**src/rtl/munoc_resp_packet_pkg.sv**
```systemverilog
// munoc_resp_packet_pkg
// Shared definitions for the BNI response packet format: packet type codes,
// header field widths/offsets, packer FSM encoding and the RDATA byte-lane
// mapping used by both the packer and the master-side receiver.
package munoc_resp_packet_pkg;

   localparam logic PKT_TYPE_B = 1'b0;
   localparam logic PKT_TYPE_R = 1'b1;

   localparam int HDR_TYPE_W = 1;
   localparam int HDR_RESP_W = 2;
   localparam int HDR_LAST_W = 1;

   typedef enum logic [1:0] {
      ST_IDLE = 2'd0,
      ST_HEAD = 2'd1,
      ST_BODY = 2'd2
   } pkt_state_e;

   // Header layout, MSB first: type | dest | tid | resp | rlast | zero pad
   function automatic int hdr_width(input int node_w, input int tid_w);
      return HDR_TYPE_W + node_w + tid_w + HDR_RESP_W + HDR_LAST_W;
   endfunction

   function automatic int hdr_type_lsb(input int flit_w);
      return flit_w - HDR_TYPE_W;
   endfunction

   function automatic int hdr_dest_lsb(input int flit_w, input int node_w);
      return hdr_type_lsb(flit_w) - node_w;
   endfunction

   function automatic int hdr_tid_lsb(input int flit_w, input int node_w, input int tid_w);
      return hdr_dest_lsb(flit_w, node_w) - tid_w;
   endfunction

   function automatic int hdr_resp_lsb(input int flit_w, input int node_w, input int tid_w);
      return hdr_tid_lsb(flit_w, node_w, tid_w) - HDR_RESP_W;
   endfunction

   function automatic int hdr_last_lsb(input int flit_w, input int node_w, input int tid_w);
      return hdr_resp_lsb(flit_w, node_w, tid_w) - HDR_LAST_W;
   endfunction

   // Byte k of the AXI word lands in byte (nbytes-1-k) on the link; the
   // receiver applies the same mapping to restore the original order.
   function automatic int byte_lane_rev(input int k, input int nbytes);
      return nbytes - 1 - k;
   endfunction

endpackage

```
**src/rtl/munoc_resp_rr_arbiter.sv**
```systemverilog
// munoc_resp_rr_arbiter
// Two-input (B, R) round-robin grant. The pointer names the preferred
// channel when both request; it moves to the other channel on each update.
// lock_r_i forces the grant to R (B is held off) without moving the pointer.
module munoc_resp_rr_arbiter
   import munoc_resp_packet_pkg::*;
(
   input  logic clk_i,
   input  logic rst_i,
   input  logic req_b_i,
   input  logic req_r_i,
   input  logic lock_r_i,
   input  logic update_i,
   output logic gnt_b_o,
   output logic gnt_r_o
);

   logic ptr_q, ptr_d;

   // Grant selection
   always_comb begin
      gnt_b_o = 1'b0;
      gnt_r_o = 1'b0;
      if (lock_r_i) begin
         gnt_r_o = req_r_i;
      end else if (req_b_i && req_r_i) begin
         if (ptr_q == PKT_TYPE_B) gnt_b_o = 1'b1;
         else                     gnt_r_o = 1'b1;
      end else begin
         gnt_b_o = req_b_i;
         gnt_r_o = req_r_i;
      end
   end

   // Pointer moves to the channel that was not granted
   always_comb begin
      ptr_d = ptr_q;
      if (update_i) ptr_d = gnt_b_o ? PKT_TYPE_R : PKT_TYPE_B;
   end

   // Pointer register, resets to prefer B
   always_ff @(posedge clk_i or posedge rst_i) begin
      if (rst_i) ptr_q <= PKT_TYPE_B;
      else       ptr_q <= ptr_d;
   end

endmodule

```
**src/rtl/munoc_response_flit_packer.sv**
```systemverilog
// munoc_response_flit_packer
// Slave-side response packetizer: arbitrates AXI B/R responses and
// serializes each into a header flit plus (for R) byte-reversed body flits.
// Optional build macro: MUNOC_RESP_PACKER_BURST_LOCK_EN keeps arbitration on
// R from the first granted non-last beat of a burst until its rlast beat.
//
// state | meaning
// IDLE  | waiting for a response; grants and latches one
// HEAD  | header flit presented on the link
// BODY  | RDATA body flit [cnt] presented, most significant flit first
module munoc_response_flit_packer
   import munoc_resp_packet_pkg::*;
#(
   parameter int BW_FLIT    = 32,
   parameter int BW_RDATA   = 64,
   parameter int BW_TID     = 4,
   parameter int BW_NODE_ID = 4
) (
   input  logic                  clk_i,
   input  logic                  rst_i,
   input  logic                  bvalid_i,
   output logic                  bready_o,
   input  logic [BW_TID-1:0]     bid_i,
   input  logic [1:0]            bresp_i,
   input  logic [BW_NODE_ID-1:0] bdest_i,
   input  logic                  rvalid_i,
   output logic                  rready_o,
   input  logic [BW_TID-1:0]     rid_i,
   input  logic [BW_RDATA-1:0]   rdata_i,
   input  logic [1:0]            rresp_i,
   input  logic                  rlast_i,
   input  logic [BW_NODE_ID-1:0] rdest_i,
   output logic                  flit_valid_o,
   input  logic                  flit_ready_i,
   output logic                  flit_head_o,
   output logic                  flit_tail_o,
   output logic [BW_FLIT-1:0]    flit_data_o
);

   localparam int NB       = BW_RDATA / BW_FLIT;
   localparam int NBYTES   = BW_RDATA / 8;
   localparam int CW       = (NB > 1) ? $clog2(NB) : 1;
   localparam int HW       = hdr_width(BW_NODE_ID, BW_TID);
   localparam int TYPE_LSB = hdr_type_lsb(BW_FLIT);
   localparam int DEST_LSB = hdr_dest_lsb(BW_FLIT, BW_NODE_ID);
   localparam int TID_LSB  = hdr_tid_lsb(BW_FLIT, BW_NODE_ID, BW_TID);
   localparam int RESP_LSB = hdr_resp_lsb(BW_FLIT, BW_NODE_ID, BW_TID);
   localparam int LAST_LSB = hdr_last_lsb(BW_FLIT, BW_NODE_ID, BW_TID);

   if (HW > BW_FLIT) begin : g_chk_hdr
      $error("header of %0d bits does not fit a %0d-bit flit", HW, BW_FLIT);
   end
   if ((BW_RDATA % BW_FLIT) != 0 || (BW_RDATA % 8) != 0 || NB < 1) begin : g_chk_data
      $error("BW_RDATA must be a nonzero multiple of BW_FLIT and of 8");
   end

   pkt_state_e            state_q, state_d;
   logic [CW-1:0]         cnt_q, cnt_d;
   logic                  is_r_q, is_r_d;
   logic [BW_NODE_ID-1:0] dest_q, dest_d;
   logic [BW_TID-1:0]     tid_q, tid_d;
   logic [1:0]            resp_q, resp_d;
   logic                  last_q, last_d;
   logic [BW_RDATA-1:0]   rdata_q, rdata_d;

   logic                  req_b, req_r, gnt_b, gnt_r, accept, burst_lock;
   logic [BW_RDATA-1:0]   rdata_rev;
   logic [BW_FLIT-1:0]    hdr_flit, body_flit;

   // Requests only count in IDLE and outside reset, so handshakes stay low otherwise
   assign req_b  = bvalid_i && (state_q == ST_IDLE) && !rst_i;
   assign req_r  = rvalid_i && (state_q == ST_IDLE) && !rst_i;
   assign accept = gnt_b || gnt_r;

`ifdef MUNOC_RESP_PACKER_BURST_LOCK_EN
   logic lock_q, lock_d;

   // Lock engages on a granted non-last R beat and releases on its last beat
   always_comb begin
      lock_d = lock_q;
      if (gnt_r) lock_d = !rlast_i;
   end

   // Burst lock register
   always_ff @(posedge clk_i or posedge rst_i) begin
      if (rst_i) lock_q <= 1'b0;
      else       lock_q <= lock_d;
   end

   assign burst_lock = lock_q;
`else
   assign burst_lock = 1'b0;
`endif

   munoc_resp_rr_arbiter u_arb (
      .clk_i    (clk_i),
      .rst_i    (rst_i),
      .req_b_i  (req_b),
      .req_r_i  (req_r),
      .lock_r_i (burst_lock),
      .update_i (accept && !burst_lock),
      .gnt_b_o  (gnt_b),
      .gnt_r_o  (gnt_r)
   );

   for (genvar k = 0; k < NBYTES; k++) begin : g_rev
      assign rdata_rev[8*byte_lane_rev(k, NBYTES) +: 8] = rdata_q[8*k +: 8];
   end

   // Response field capture on grant
   always_comb begin
      is_r_d  = is_r_q;
      dest_d  = dest_q;
      tid_d   = tid_q;
      resp_d  = resp_q;
      last_d  = last_q;
      rdata_d = rdata_q;
      if (gnt_r) begin
         is_r_d  = PKT_TYPE_R;
         dest_d  = rdest_i;
         tid_d   = rid_i;
         resp_d  = rresp_i;
         last_d  = rlast_i;
         rdata_d = rdata_i;
      end else if (gnt_b) begin
         is_r_d  = PKT_TYPE_B;
         dest_d  = bdest_i;
         tid_d   = bid_i;
         resp_d  = bresp_i;
         last_d  = 1'b0;
      end
   end

   // Response field registers
   always_ff @(posedge clk_i or posedge rst_i) begin
      if (rst_i) begin
         is_r_q  <= PKT_TYPE_B;
         dest_q  <= '0;
         tid_q   <= '0;
         resp_q  <= '0;
         last_q  <= 1'b0;
         rdata_q <= '0;
      end else begin
         is_r_q  <= is_r_d;
         dest_q  <= dest_d;
         tid_q   <= tid_d;
         resp_q  <= resp_d;
         last_q  <= last_d;
         rdata_q <= rdata_d;
      end
   end

   // Header and body flit formatting
   always_comb begin
      hdr_flit                           = '0;
      hdr_flit[TYPE_LSB]                 = is_r_q;
      hdr_flit[DEST_LSB +: BW_NODE_ID]   = dest_q;
      hdr_flit[TID_LSB +: BW_TID]        = tid_q;
      hdr_flit[RESP_LSB +: HDR_RESP_W]   = resp_q;
      hdr_flit[LAST_LSB]                 = last_q;
      body_flit = rdata_rev[(NB - 1 - int'(cnt_q)) * BW_FLIT +: BW_FLIT];
   end

   // FSM state and beat counter registers
   always_ff @(posedge clk_i or posedge rst_i) begin
      if (rst_i) begin
         state_q <= ST_IDLE;
         cnt_q   <= '0;
      end else begin
         state_q <= state_d;
         cnt_q   <= cnt_d;
      end
   end

   // FSM next state
   always_comb begin
      state_d = state_q;
      cnt_d   = cnt_q;
      case (state_q)
         ST_IDLE: begin
            if (accept) state_d = ST_HEAD;
         end
         ST_HEAD: begin
            if (flit_ready_i) begin
               if (is_r_q == PKT_TYPE_R) begin
                  state_d = ST_BODY;
                  cnt_d   = '0;
               end else begin
                  state_d = ST_IDLE;
               end
            end
         end
         ST_BODY: begin
            if (flit_ready_i) begin
               if (cnt_q == CW'(NB - 1)) begin
                  state_d = ST_IDLE;
                  cnt_d   = '0;
               end else begin
                  cnt_d = cnt_q + CW'(1);
               end
            end
         end
         default: begin
            state_d = ST_IDLE;
            cnt_d   = '0;
         end
      endcase
   end

   // FSM outputs
   always_comb begin
      bready_o     = 1'b0;
      rready_o     = 1'b0;
      flit_valid_o = 1'b0;
      flit_head_o  = 1'b0;
      flit_tail_o  = 1'b0;
      flit_data_o  = '0;
      case (state_q)
         ST_IDLE: begin
            bready_o = gnt_b;
            rready_o = gnt_r;
         end
         ST_HEAD: begin
            flit_valid_o = 1'b1;
            flit_head_o  = 1'b1;
            flit_tail_o  = (is_r_q == PKT_TYPE_B);
            flit_data_o  = hdr_flit;
         end
         ST_BODY: begin
            flit_valid_o = 1'b1;
            flit_tail_o  = (cnt_q == CW'(NB - 1));
            flit_data_o  = body_flit;
         end
         default: ;
      endcase
   end

endmodule

```
**config.mk**
```make
export PLATFORM = sky130hd
export DESIGN_NAME = munoc_response_flit_packer
export DESIGN_NICKNAME = d
export VERILOG_FILES = /design/src/rtl/munoc_resp_packet_pkg.sv /design/src/rtl/munoc_resp_rr_arbiter.sv /design/src/rtl/munoc_response_flit_packer.sv
export SDC_FILE = /design/constraint.sdc
export NUM_CORES = 1
export LEC_CHECK = 0
export BUFFER_PORTS_ARGS = -buffer_cell sky130_fd_sc_hd__buf_2
export CAP_MARGIN = 20
export CORE_MARGIN = 3
export CORE_UTILIZATION = 40
export CTS_CLUSTER_SIZE = 40
export DETAILED_ROUTE_END_ITERATION = 10
export GPL_TIMING_DRIVEN = 1
export PLACE_DENSITY = 0.68
export SLEW_MARGIN = 10
export SYNTH_ARGS = -nofsm -noshare
export SYNTH_HDL_FRONTEND = slang
export SYNTH_SLANG_ARGS = --single-unit
```
**constraint.sdc**
```tcl
create_clock -name clk_i -period 2.8 [get_ports clk_i]
set_clock_uncertainty 0.05 [all_clocks]
set_input_delay 0.7 -clock clk_i [delete_from_list [all_inputs] [get_ports clk_i]]
set_output_delay 0.7 -clock clk_i [all_outputs]
set_load 0.01 [all_outputs]
```
Yosys cells after proc, flatten, opt, wreduce, memory -nomap -nowiden
Index checks and enable logic that the tools add are counted.
{ "word_totals": {"inputBits": 90, "mem_bits_rw": 0, "regBits": 80, "wordCells": 64, "memories": 0, "latchBits": 0, "out_inout_bits": 37, "romBits": 0} }
{ "op_classes": {"add_sub_neg": 2, "mul": 0, "bitwise": 2, "order_cmp": 0, "eq_ne": 7, "reduce_logical": 12, "div_mod_pow": 0, "shifts": 1, "n_mux": 31} }
{ "ops": {"columns": ["operator", "n"], "rows": [
  ["one-hot mux 32 bit (2 select lines)", 1],
  ["indexed part select 64 x 7 -> 32 bit", 1],
  ["2-to-1 mux 1 bit", 16],
  ["2-to-1 mux 4 bit", 4],
  ["2-to-1 mux 2 bit", 7],
  ["inequality test 2 bit (second input constant)", 5],
  ["AND reduction 4 bit", 2],
  ["one-hot mux 2 bit (3 select lines)", 1],
  ["logical AND 1 bit", 5],
  ["one-hot mux 1 bit (3 select lines)", 1],
  ["== test 2 x 1 -> 1 bit (second input constant)", 1],
  ["== test 2 bit (second input constant)", 1],
  ["logical NOT 2 bit", 1],
  ["NOT 1 bit", 2],
  ["one-hot mux 1 bit (2 select lines)", 1],
  ["nonzero test 2 bit", 1],
  ["OR reduction 2 bit", 1],
  ["subtractor 1 x 1 -> 2 bit (first input constant)", 1],
  ["adder 1 bit (second input constant)", 1],
  ["logical NOT 1 bit", 1],
  ["logical OR 1 bit", 1]
]} }

Depth between registers and ports, before layout
Gate-level depths: netlist of the first run.
{ "logic_depth": {"depth_word": 8, "depth_mapped": 8, "depth_no_buf": 5} }

Cells and area by module
A second synthesis of the first run with hierarchy kept.
{ "unflattened": {"hier_cells": 312, "area_unflattened_um2": 3940.0} }
{ "modules_own_cells": {"columns": ["module", "n_inst", "seq_area_each_um2", "area_per_inst_um2", "cells_each"], "rows": [
  ["munoc_response_flit_packer", 1, 1976.9, 3868.7, 303],
  ["munoc_resp_rr_arbiter", 1, 25.0, 71.3, 9]
]} }

Least setup slack after synthesis of the first run
No wires, ideal clock.
{ "synth_path": {"kind": "register to output", "startpoint": "register state_q[1]", "endpoint": "output flit_data_o[21]", "t_required_ns": 2.050, "setup_slack_ns": 0.677, "path_buffers": 1, "arrival_time_ns": 1.373, "stages_incl_launch_ff": 7, "path_cell_list": "dfrtp_1 inv_1 ha_1 clkbuf_1 nand2_1 o21ai_0 and2_1"} }
{ "synth_via": {"elab_chain_cells": 2, "word_cells_on_any_way": 3, "cone_classes": "eq/ne: 2; mux: 1"} }
{ "synth_lines": {"columns": ["item", "line", "rtl"], "rows": [
  ["start, declared", "munoc_response_flit_packer.sv:57", "pkt_state_e state_q, state_d;"],
  ["start signal, assigned", "munoc_response_flit_packer.sv:170", "state_q <= state_d;"],
  ["== test 2 bit / == test 2 x 1 -> 1 bit (equally long branches)", "munoc_response_flit_packer.sv:218", "case (state_q)"],
  ["one-hot mux 32 bit (2 select lines) *", "munoc_response_flit_packer.sv:218", null],
  ["end, declared", "munoc_response_flit_packer.sv:37", "output logic [BW_FLIT-1:0] flit_data_o"]
]} }
Every way passes the cells marked *; elsewhere a longest branch is shown, timed or not.

Final worst setup path of the first run
{ "layout_path": {"startpoint": "register cnt_q", "endpoint": "output flit_data_o[7]"} }
{ "layout_via": {"elab_chain_cells": 3} }
{ "layout_lines": {"columns": ["item", "line", "rtl"], "rows": [
  ["start, declared", "munoc_response_flit_packer.sv:58", "logic [CW-1:0] cnt_q, cnt_d;"],
  ["start signal, assigned", "munoc_response_flit_packer.sv:171", "cnt_q <= cnt_d;"],
  ["subtractor 1 x 1 -> 2 bit", "munoc_response_flit_packer.sv:161", "body_flit = rdata_rev[(NB - 1 - int'(cnt_q)) * BW_FLIT +: BW_FLIT];"],
  ["indexed part select 64 x 7 -> 32 bit", "munoc_response_flit_packer.sv:161", null],
  ["one-hot mux 32 bit (2 select lines)", "munoc_response_flit_packer.sv:218", null]
]} }
Every way passes these cells.

==> impl_metrics.ini, run 1 <==
[synthesis]
synth_top_cells_by_area = dfrtp_1 (51%), mux2_2 (14%), mux2i_1 (8.2%), mux2_1 (4.9%), a221o_1 (2.6%)
synth_adder_area_share = 0.01283
ys_seq_area_frac = 0.5131
synthMuxAreaShare = 0.2697
synthSimpleGateAreaFrac = 0.07216
synth_edf_count = 0
synth_nets = 408
yosys_warnings = 0
synth_top_area_frac = 0.5131
syn-cell-area_sq_mm = 0.003901
yosys.area.top_type = dfrtp_1
syn_area_per_cell_sq_um = 12.42
ys_ff_latch = 80
async_flop_share = 1.000
postSynth.topFlopCell = dfrtp_1
synth-xor-area-share = 0
synth_cell_types = 30
syn_inst = 314
synth_compound_area_frac = 0.09044
synth_top_family_by_area = multiplexers

[floorplanning]
start_util = 0.4163
core_area_sq_mm = 0.009371
die_y_um = 104.8
die_w_um = 104.8
ioPinCount = 127
fp-row-count = 35
dieArea_sq_mm = 0.01097

[timing]
finalHoldViolCount = 0
slew_violations = 0
slew_headroom = 0.5753
finalSetupViolations = 0
worst_slew_pin_slew_ps = 635.8
period_share = 0.9098
period_minus_slack_ps = 2547
fin_setup_tns_ps = 0
fmax_mhz = 392.5
grt_setup_unrepaired = no
fin_ws_ps = 252.5

[critical_path]
start_kind = flip-flop
cp.arrival_ps = 1800
worst_r2r_endpoint = resp_q[1]$_DFFE_PP0P_
required_ps = 2050
reg2reg_setup_slack_ps = 640
slowest_stage = dfrtp_2
rr_startpoint = state_q[1]$_DFFE_PP0P_
path_cells = buf_4 > mux2i_1 > nor2_1 > buf_2
end_kind = output port
reg2reg_depth = 5
crit_type = reg -> out
critPathMaxFanout = 20
critical-path-max-stage-delay_ps = 710

[power_and_ir_drop]
p_int_mw = 3.067
p_seq_frac = 0.450
combPwrFrac = 0.366
pwr-share-clk = 0.184
ir_drop_mv = 0.5756
cellLeakagePower_nw = 2.231
switching_share = 0.3306
p_sw_mw = 1.515
p_per_area_mw_per_mm2 = 947.1

[finish]
instances_no_fill = 573
final_common_cell = buf_2
nets = 533
most-common-layout-cells = buf_2 (126), dfrtp_1 (79), mux2_2 (48), mux2i_1 (32), nor2_1 (21)
final_cell_area_sq_mm = 0.004838
area_delta_synth_final_pct = 24.02
insertedDiodeCount = 0
layout-drive-gt1-share = 0.4595
utilization = 0.5163

[route]
wl_per_cell_um = 14.97
viasPerCell = 4.867
firstDrtPassIters = 4
drcViolationCount = 0
vias = 2789
drt_iter0_markers = 64
antenna_left = 0
routed_wl_um = 8577

[run]
cap_violations = 0

[clock_tree]
insertion_delay_ps = 340
clk_pin_slew_ps = 80
cts_sinks = 80
cts_tree = done
root_buffer = clkbuf_8
numCtsBuffers = 9
cts_setup_buffers = 0
cts_buffer_depth = 2
htree_levels = 3

[global_route]
grt_max_degree = 52
antenna_found_initial = 0
gr-total-overflow = 0
track_usage = 0.1616
grt_pass1_vias = 2966
grt_pass1_wl_um = 14280

[hold_path]
hp-start = rdata_q[61]$_DFFE_PP0N_
holdPathStages = 1
hold_end = rdata_q[61]$_DFFE_PP0N_
hp-class = reg -> reg

[placed_design]
dpl_cell_area_sq_mm = 0.004638
portBuffers = 126
gp_congestion = 0.8086
post-place-cells = 557
pre_cts_slack_ps = 524.5
dp_hpwl_um = 6406

[status]
status = finished clean
-- how the worst max path moves through the flow --
stage	from	to	slack, ps	cells past startpoint
after floorplan	state_q[1]$_DFFE_PP0P_	flit_data_o[21]	680	6
after global placement	cnt_q$_DFFE_PP0P_	flit_data_o[12]	620	4
after detailed placement	state_q[1]$_DFFE_PP0P_	flit_data_o[22]	520	6
after CTS	state_q[1]$_DFFE_PP0P_	flit_data_o[22]	140	6
after global routing	state_q[0]$_DFFE_PP0P_	flit_data_o[25]	100	6
final	cnt_q$_DFFE_PP0P_	flit_data_o[7]	250	4
-- cells by family (layout without fill, tap and decap cells) --
kind of cell    after synthesis  after routing
mux                          97             97
flops                        80             80
simple gates                 58             58
compound gates               48             48
buf+inv                      27            157
fa+ha+maj                     4              4
-- Yosys cell counts, types with 2 or more instances --
master    number
a21boi_0      13
a21oi_1        2
a221o_1       10
and2_1        12
buf_4         10
buf_6          3
clkbuf_1       7
dfrtp_1       80
ha_1           4
inv_1          6
mux2_1        17
mux2_2        48
mux2i_1       32
nand2_1       17
nor2_1        21
nor2b_1        3
o21ai_0       15
o21bai_1       2
-- routing by layer --
metal	share of wire	up-vias	GRT usage
li1	-	1360	-
met1	0.45	1327	0.2068
met2	0.45	96	0.2548
met3	0.088	6	0.07103
met4	0.0064	0	0.03374
met5	0	-	0
-- final cells by class --
cell class	instances	area, sq um
Tap cell	129	161.4
Timing Repair Buffer	135	710.7
Clock buffer	10	127.6
Inverter	6	26.28
Multi-Input combinational cell	207	1739
Fill cell	877	4533
Clock inverter	6	70.07
Sequential cell	80	2003
-- worst max-delay path: cells and delay by family (launching register included) --
kind                   cells  cell delay (ps)
and+or+nand+nor            1               60
buffers and inverters      2              450
muxes                      1              230
DFF                        1              710
-- sequential cells by signal (all words and copies together) (netlist names) --
name	count
state_q	2
resp_q	2
is_r_q	1
tid_q	4
u_arb.ptr_q	1
dest_q	4
last_q	1
cnt_q	1
rdata_q	64
-- timing repair --
| action | CTS | global route |
|---|---|---|
| endpoints found under the setup margin | 0 | 1 |
| resized for setup | 0 | 1 |
| hold buffers | 0 | 0 |
-- power by group through the flow --
stage	Clock, mW	Sequential, mW	Combinational, mW
CTS	0.874	2.07	1.70
floorplan	0	1.95	1.35
global placement	0	2.06	1.65
global route	0.926	2.15	1.87
finish	0.844	2.06	1.68
detailed placement	0	2.09	1.69
-- metrics by stage --
| stage | power (mW) | hold WS (ps) |
|---|---|---|
| floorplan | 3.299 | 407.8 |
| global placement | 3.710 | 417.4 |
| detailed placement | 3.781 | 425.8 |
| CTS | 4.647 | 446.6 |
| global route | 4.952 | 464.3 |
| finish | 4.582 | 443.1 |
No activity file was read; power rests on OpenSTA's default activity.
==> run 2: changes to the inputs <==
--- a/config.mk
+++ b/config.mk
@@ -9,10 +9,11 @@
 export CAP_MARGIN = 20
 export CORE_MARGIN = 3
 export CORE_UTILIZATION = 40
+export CTS_BUF_LIST = sky130_fd_sc_hd__clkbuf_2
 export CTS_CLUSTER_SIZE = 40
 export DETAILED_ROUTE_END_ITERATION = 10
 export GPL_TIMING_DRIVEN = 1
-export PLACE_DENSITY = 0.68
+export PLACE_DENSITY = 0.65
 export SLEW_MARGIN = 10
 export SYNTH_ARGS = -nofsm -noshare
 export SYNTH_HDL_FRONTEND = slang
==> constraint.sdc (replaced) <==
create_clock -name clk_i -period 2.95 [get_ports clk_i]
set_clock_uncertainty 0.05 [all_clocks]
set_input_delay 0.7375 -clock clk_i [delete_from_list [all_inputs] [get_ports clk_i]]
set_output_delay 0.7375 -clock clk_i [all_outputs]
set_load 0.01 [all_outputs]
==> run 2 against run 1 <==
Compared with the run above:
- sequential power shrank 6%
- clock power is 43% lower
- sequential share of layout area increased by 0.13 points
- count of clock-buffer cells in the layout unchanged
- via count is 3.0% higher
- power fell by 9.0%
- global-route usage rose by 0.22 points
==> impl_metrics.ini, run 2 (synthesis gave the netlist of run 1 again) <==
[status]
status = finished clean

[timing]
period_share = 0.9509
slew_violations = 0
slew_headroom = 0.4683
finalSetupViolations = 0
worst_slew_pin_slew_ps = 796.7
period_minus_slack_ps = 2805
finalHoldViolCount = 0
whs_ps = 299.3
fmax_mhz = 356.5

[run]
cap_violations = 0

[finish]
insertedDiodeCount = 0
area_delta_synth_final_pct = 23.80
multi_input_area_sq_mm = 0.001762
fillCellCount = 892
nets = 540
layout-drive-gt1-share = 0.4723
final_common_cell = buf_2
instances_no_fill = 580
seqCellArea_sq_mm = 0.002006
top_regs = rdata_q: 64 flops, dest_q: 4 flops, tid_q: 4 flops
largest-register = rdata_q
largest_register_ffs = 64
most-common-layout-cells = buf_2 (126), dfrtp_1 (79), mux2_2 (48), mux2i_1 (32), nor2_1 (21)

[global_route]
grt_pass1_vias = 3026
antenna_found_initial = 0
track_usage = 0.1637
gr-total-overflow = 0
grt_pass1_wl_um = 14600
grt_max_degree = 56

[route]
vias = 2873
drcViolationCount = 0
routed_wl_um = 9094
firstDrtPassIters = 4
wl_per_cell_um = 15.68
drt_iter0_markers = 95
antenna_left = 0
viasPerCell = 4.953

[clock_tree]
insertion_delay_ps = 510
cts_sinks = 80
numCtsBuffers = 9
clk_pin_slew_ps = 220
cts_tree = done
holdBufCountCts = 0
htree_levels = 3
cts_buffer_depth = 2
root_buffer = clkbuf_2

[power_and_ir_drop]
ir_drop_mv = 0.3130
p_per_area_mw_per_mm2 = 863.6
cellLeakagePower_nw = 2.236

[critical_path]
end_kind = output port
crit_type = reg -> out
start_kind = flip-flop
cp.arrival_ps = 2020
critPathMaxFanout = 8
required_ps = 2160

[placed_design]
gp_congestion = 0.7727
dp_hpwl_um = 6426
post-place-cells = 556
portBuffers = 126

[floorplanning]
start_util = 0.4163
core_area_sq_mm = 0.009371
fp-row-count = 35
dieArea_sq_mm = 0.01097
die_y_um = 104.8
die_w_um = 104.8
ioPinCount = 127

[hold_path]
hp-class = in -> async
## run 2: cell types whose count changed in the layout (fill, tap and decap cells not counted), moves of 2 or more
cell	previous run	this run
clkbuf_2	0	10
clkbuf_8	9	0
buf_6	0	3
clkinv_2	0	3
buf_4	8	10
clkinv_4	2	0
ha_4	0	2
## run 2: stage by stage
step,power (mW),area [sq um],utilization,TNS (ps),setup slack [ps]
after floorplan,3.131,3901,-,0,110.8
after global placement,3.542,4641,0.4952,0,550.5
after detailed placement,3.606,4641,0.4952,0,540.2
after CTS,4.096,4732,0.5049,0,28.21
after global routing,4.519,4830,0.5154,-30.17,-30.17
final,4.171,4830,0.5154,0,144.7
## run 2: area by class of cell
| class | count | share of cell area |
|---|---|---|
| clock buffers | 10 | 0.01036 |
| clock inverters | 6 | 0.007513 |
| inverters | 6 | 0.005699 |
| multi-input cells | 207 | 0.3648 |
| flip-flops and latches | 80 | 0.4153 |
| well taps | 129 | 0.03342 |
| repair buffers | 141 | 0.1614 |
| repair inverters | 1 | 0.001554 |
## run 2: layer usage
metal	global-route usage	vias up	routed length, um
li1	-	1371	-
met1	0.2133	1393	4030
met2	0.2608	99	4291
met3	0.05683	10	689
met4	0.04311	0	82
met5	0	-	0
## run 2: final timing paths
path / startpoint / end / slack, ps / depth (start not counted)
max: state_q[1]$_DFFE_PP0P_ / bready_o / 140 / 5
min: rst_i / last_q$_DFFE_PP0P_ / 300 / 2
max reg2reg: state_q[1]$_DFFE_PP0P_ / tid_q[2]$_DFFE_PP0P_ / 740 / 5
min reg2reg: rdata_q[45]$_DFFE_PP0N_ / rdata_q[45]$_DFFE_PP0N_ / 460 / 1
max in group asynchronous: rst_i / rdata_q[59]$_DFFE_PP0N_ / 1890 / 3
min in group clk_i: rdata_i[47] / rdata_q[47]$_DFFE_PP0N_ / 370 / 2
## run 2: report_power, final
group | internal (mW) | switching, mW | total [mW]
Sequential | 1.63 | 0.307 | 1.94
Combinational | 0.960 | 0.785 | 1.75
Clock | 0.108 | 0.378 | 0.485
Total | 2.70 | 1.47 | 4.17
## run 2: critical path, cell delays in order (launching register included)
cell	delay (ps)
dfrtp_1	450
inv_1	160
ha_1	420
nand3b_1	140
a21oi_1	190
buf_2	170
## run 2: what timing repair did
item,4_1_cts,5_1_grt
gates resized for setup,2,7
setup endpoints to repair,19,33
gates cloned,0,1
setup buffers,0,7
